### config.mk
export PLATFORM = sky130hd
export DESIGN_NAME = mac_accumulate_unit
export DESIGN_NICKNAME = d
export VERILOG_FILES = /design/src/rtl/mac_accumulate_unit.sv
export SDC_FILE = /design/constraint.sdc
export NUM_CORES = 1
export LEC_CHECK = 0
export BUFFER_PORTS_ARGS = -buffer_cell sky130_fd_sc_hd__buf_2
export CORE_UTILIZATION = 60
export CTS_CLUSTER_SIZE = 40
export DETAILED_ROUTE_END_ITERATION = 16
export HOLD_SLACK_MARGIN = 0.1
export PLACE_DENSITY = 0.85
export SLEW_MARGIN = 0
export SYNTH_ARGS = -nofsm -noshare
export SYNTH_HDL_FRONTEND = slang
export SYNTH_SLANG_ARGS = --single-unit
export TNS_END_PERCENT = 20
### constraint.sdc
create_clock -name clk -period 8.8 [get_ports clk]
set_clock_uncertainty 0.2 [all_clocks]
set_input_delay 0.44 -clock clk [delete_from_list [all_inputs] [get_ports clk]]
set_output_delay 0.44 -clock clk [all_outputs]
set_load 0.005 [all_outputs]
### src/rtl/mac_accumulate_unit.sv
// mac_accumulate_unit: registered 8x8 multiply feeding a saturating/wrapping accumulator with byte-select readout
module mac_accumulate_unit #(
  parameter int ACC_WIDTH = 20,
  parameter bit SATURATE  = 1
) (
  input  logic                 clk,
  input  logic                 rst_n,
  input  logic [7:0]           data_a_in,
  input  logic [7:0]           data_b_in,
  input  logic                 clear_mult_in,
  input  logic                 valid_in,
  input  logic                 signed_mode_in,
  input  logic [1:0]           byte_sel,
  output logic [ACC_WIDTH-1:0] acc_out,
  output logic                 acc_valid,
  output logic                 overflow,
  output logic [7:0]           result_byte
);
  localparam logic [ACC_WIDTH-1:0] S_MAX = {1'b0, {(ACC_WIDTH-1){1'b1}}};
  localparam logic [ACC_WIDTH-1:0] S_MIN = {1'b1, {(ACC_WIDTH-1){1'b0}}};
  logic [15:0]          prod, p_prod;
  logic                 p_valid, p_clear, p_signed, last_signed;
  logic [ACC_WIDTH-1:0] ext, sat, nxt;
  logic [ACC_WIDTH:0]   sum;
  logic                 ovf;
  logic [23:0]          wide;
  // Low 16 bits of a 16x16 product of sign-extended operands equal the signed 8x8 product
  always_comb begin
    prod = signed_mode_in
      ? {{8{data_a_in[7]}}, data_a_in} * {{8{data_b_in[7]}}, data_b_in}
      : {8'd0, data_a_in} * {8'd0, data_b_in};
    ext  = p_signed ? ACC_WIDTH'($signed(p_prod)) : ACC_WIDTH'(p_prod);
    sum  = {1'b0, acc_out} + {1'b0, ext};
    ovf  = p_signed
      ? (acc_out[ACC_WIDTH-1] == ext[ACC_WIDTH-1]) && (sum[ACC_WIDTH-1] != acc_out[ACC_WIDTH-1])
      : sum[ACC_WIDTH];
    sat  = p_signed ? (ext[ACC_WIDTH-1] ? S_MIN : S_MAX) : '1;
    nxt  = (SATURATE && ovf) ? sat : sum[ACC_WIDTH-1:0];
    wide = last_signed ? 24'($signed(acc_out)) : 24'(acc_out);
    result_byte = byte_sel == 2'd0 ? wide[7:0]
                : byte_sel == 2'd1 ? wide[15:8]
                : byte_sel == 2'd2 ? wide[23:16]
                : {overflow, last_signed, 6'b0};
  end
  always_ff @(posedge clk or negedge rst_n) begin
    if (!rst_n) begin
      p_prod      <= '0;
      p_valid     <= 1'b0;
      p_clear     <= 1'b0;
      p_signed    <= 1'b0;
      acc_out     <= '0;
      acc_valid   <= 1'b0;
      overflow    <= 1'b0;
      last_signed <= 1'b0;
    end else begin
      p_prod    <= prod;
      p_valid   <= valid_in;
      p_clear   <= clear_mult_in;
      p_signed  <= signed_mode_in;
      acc_valid <= p_valid;
      if (p_valid) last_signed <= p_signed;
      if (p_clear) begin
        acc_out  <= p_valid ? ext : '0;
        overflow <= 1'b0;
      end else if (p_valid) begin
        acc_out  <= nxt;
        overflow <= overflow | ovf;
      end
    end
  end
endmodule

==> flow_metrics.env <==
export IMPL_status="complete, no violations"
export IMPL_seq_power_share_pct=15.4
export IMPL_dieArea_sq_um=12100
export IMPL_hp_class="primary input to async pin"
export IMPL_switching_share_pct=48.2
export IMPL_insertion_delay_ns=0.28
export IMPL_ys_seq_area_share_pct=15.0
export IMPL_cts_setup_buffers=0
export IMPL_clkPwrFrac_pct=10.9
export IMPL_register_area_sq_um=1050
export IMPL_r2r_cells=10
export IMPL_dieHeight_um=110
export IMPL_setup_tns_final_ns=0
export IMPL_drt_initial_drc_count=375
export IMPL_grt_pass1_wl_um=25700
export IMPL_dp_hpwl_um=12900
export IMPL_yosysTopAreaCellShare_pct=24.7
export IMPL_p_switching_mw=1.07
export IMPL_synth_edf_count=0
export IMPL_worstSetupStartpointType="primary input"
export IMPL_slew_headroom_pct=37.1
export IMPL_grt_overflow=0
export IMPL_die_width_um=110
export IMPL_yosys_top_cells_area="fa_1, dfrtp_1, ha_1"
export IMPL_crit_path_end_kind="flip-flop"
export IMPL_cts_tree="done"
export IMPL_clockBufferDepth=2
export IMPL_p_per_area_nw_per_um2=294
export IMPL_coreArea_sq_um=11400
export IMPL_wire_per_inst_um=15.6
export IMPL_path_class="primary input to flip-flop"
export IMPL_io_pins=53
export IMPL_final_nets=1040
export IMPL_r2r_start="p_prod[15]"
export IMPL_async_flop_share_pct=100
export IMPL_cts_buffers=5
export IMPL_ys_warnings_count=0
export IMPL_synth_cell_type_count=60
export IMPL_avgSynthCellArea_sq_um=8.62
export IMPL_ir_worst_vdd_uv=169
export IMPL_drt_drc_violations_left=0
export IMPL_ys_flop_type="dfrtp_1"
export IMPL_synth_nets=997
export IMPL_tightestPinTransition_ns=0.940
export IMPL_reg2reg_slack_ns=5.06
export IMPL_rsz0062_at_grt="no"
export IMPL_fmax_mhz=216
export IMPL_power_internal_mw=1.15
export IMPL_crit_fanout=9
export IMPL_synthMostInstantiatedCell="inv_1"
export IMPL_drive_gt1_share_pct=9.25
export IMPL_fin_util_pct=66.5
export IMPL_grt_usage_pct=27.8
export IMPL_path_clk_slew_ns=0.06
export IMPL_max_cap_violations=0
export IMPL_gp_congestion=0.923
export IMPL_clockRootBuffer="clkbuf_16"
export IMPL_antenna_found_initial=0
export IMPL_h_tree_depth=2
export IMPL_r2r_end="acc_out[5]"
export IMPL_syn_inst=810
export IMPL_initial_utilization_pct=61.4
export IMPL_io_buffers=52
export IMPL_n_antenna_cell=0
export IMPL_routed_wirelength_um=15500
export IMPL_final_antenna_net_count=0
export IMPL_num_rows=39
export IMPL_multi_input_area_sq_um=5230
export IMPL_place_inst=987
export IMPL_synth_seq_cells=42
export IMPL_synth_top_area_cell="fa_1"
export IMPL_drt_pass1_iter_count=5
export IMPL_cts_sinks=42
export IMPL_via_per_inst=5.64
export IMPL_drv_slew=0
export IMPL_worstPathRequired_ns=8.77
export IMPL_area_growth_pct=8.33
export IMPL_p_comb_share_pct=73.7
export IMPL_grt_pass1_vias=5745
export IMPL_hold_viol=0
export IMPL_leakage_nw=3.89
export IMPL_fill_cells=893
export IMPL_netlist_area_sq_um=6980
export IMPL_yosys_top_cells_count="inv_1, fa_1, ha_1, nand2_1, a21oi_1"
export IMPL_vias=5626
export IMPL_setup_violations=0
export IMPL_fin_crit_ns=4.63
export IMPL_period_share_pct=52.6
export IMPL_cp_data_arrival_time_ns=4.60
export IMPL_grt_max_degree=43
export IMPL_instances_no_fill=997
[worst max path at each step]
stage	startpoint	to	depth (start not counted)
global placement	data_b_in[7]	p_prod[14]	17
finish	data_a_in[1]	p_prod[14]	16
detailed placement	data_a_in[1]	p_prod[14]	16
CTS	data_a_in[1]	p_prod[14]	16
floorplan	data_b_in[7]	p_prod[14]	17
global route	data_a_in[1]	p_prod[14]	16
[layout by cell type, fill, tap and decap left out, types with 28 or more instances in the layout]
master	n
ha_1	78
dfrtp_1	42
xnor2_1	28
nor2_1	40
a21oi_1	54
nand2_1	70
fa_1	86
buf_2	52
and2_1	43
inv_1	163
[critical path, stage by stage]
cell and delay [ns]:
buf_2 0.15, and2_1 0.19, fa_1 0.51, fa_1 0.57
inv_1 0.05, fa_1 0.46, fa_1 0.56, inv_1 0.05
ha_1 0.33, a21oi_1 0.14, o21bai_1 0.12, a21o_1 0.19
a21o_1 0.21, a31oi_1 0.29, o2111ai_1 0.17, o211a_1 0.16
[logic make-up (layout without fill, tap and decap cells)]
group	Yosys count	in the layout	synth area share, %
and+or+nand+nor	211	211	14.8
buffers and inverters	184	228	10.0
adders and majority gates	164	164	38.6
AOI/OAI and AO/OA	162	162	15.4
DFF	42	42	15.0
xor gates and xnor gates	39	39	4.89
muxes	8	8	1.20
[power groups by stage]
stage          clock network, mW  logic [mW]  registers, mW
4_1_cts                    0.244        1.63          0.340
3_3_place_gp                   0        1.56          0.342
2_1_floorplan                  0        1.29          0.318
6_report                   0.241        1.64          0.343
5_1_grt                    0.252        1.87          0.352
3_5_place_dp                   0        1.61          0.344
[per-stage QoR]
stage	total power, mW	worst slack [ns]	instance area (sq um)	hold slack (ns)
3_3_place_gp	1.90	3.99	7350	0.311
3_5_place_dp	1.96	3.89	7350	0.317
2_1_floorplan	1.61	4.04	6980	-0.0556
6_report	2.22	4.17	7570	0.0791
4_1_cts	2.21	4.18	7570	0.121
5_1_grt	2.47	3.98	7570	0.167
[routing by layer]
metal	share of wire [%]	up-vias	GRT usage, %	wire (um)
met2	51	175	50.4	7850
li1	-	2728	-	-
met5	0	-	0	0
met4	3.3	0	11.9	510
met3	4.2	37	3.38	650
met1	42	2686	33.1	6530
[sequential cells by signal, summed over array words and instances, names as in the netlist]
| register | cells |
|---|---|
| acc_out | 20 |
| p_prod | 16 |
| acc_valid | 1 |
| last_signed | 1 |
| overflow | 1 |
| p_clear | 1 |
| p_signed | 1 |
| p_valid | 1 |
[area by class of cell]
type	instances	area share [%]
tap	143	2.36
clock buffer	6	1.84
multi-input combinational	584	69.2
inverter	166	8.24
timing repair buffer	54	3.70
clock inverter	2	0.794
sequential	42	13.9
[repair_timing]
action | in CTS | in global routing
hold buffers | 2 | 0
gates resized for setup | 0 | 0
endpoints found under the setup margin | 0 | 0
hold endpoints to repair | 2 | 0
Power figures use the tool's default switching activity.
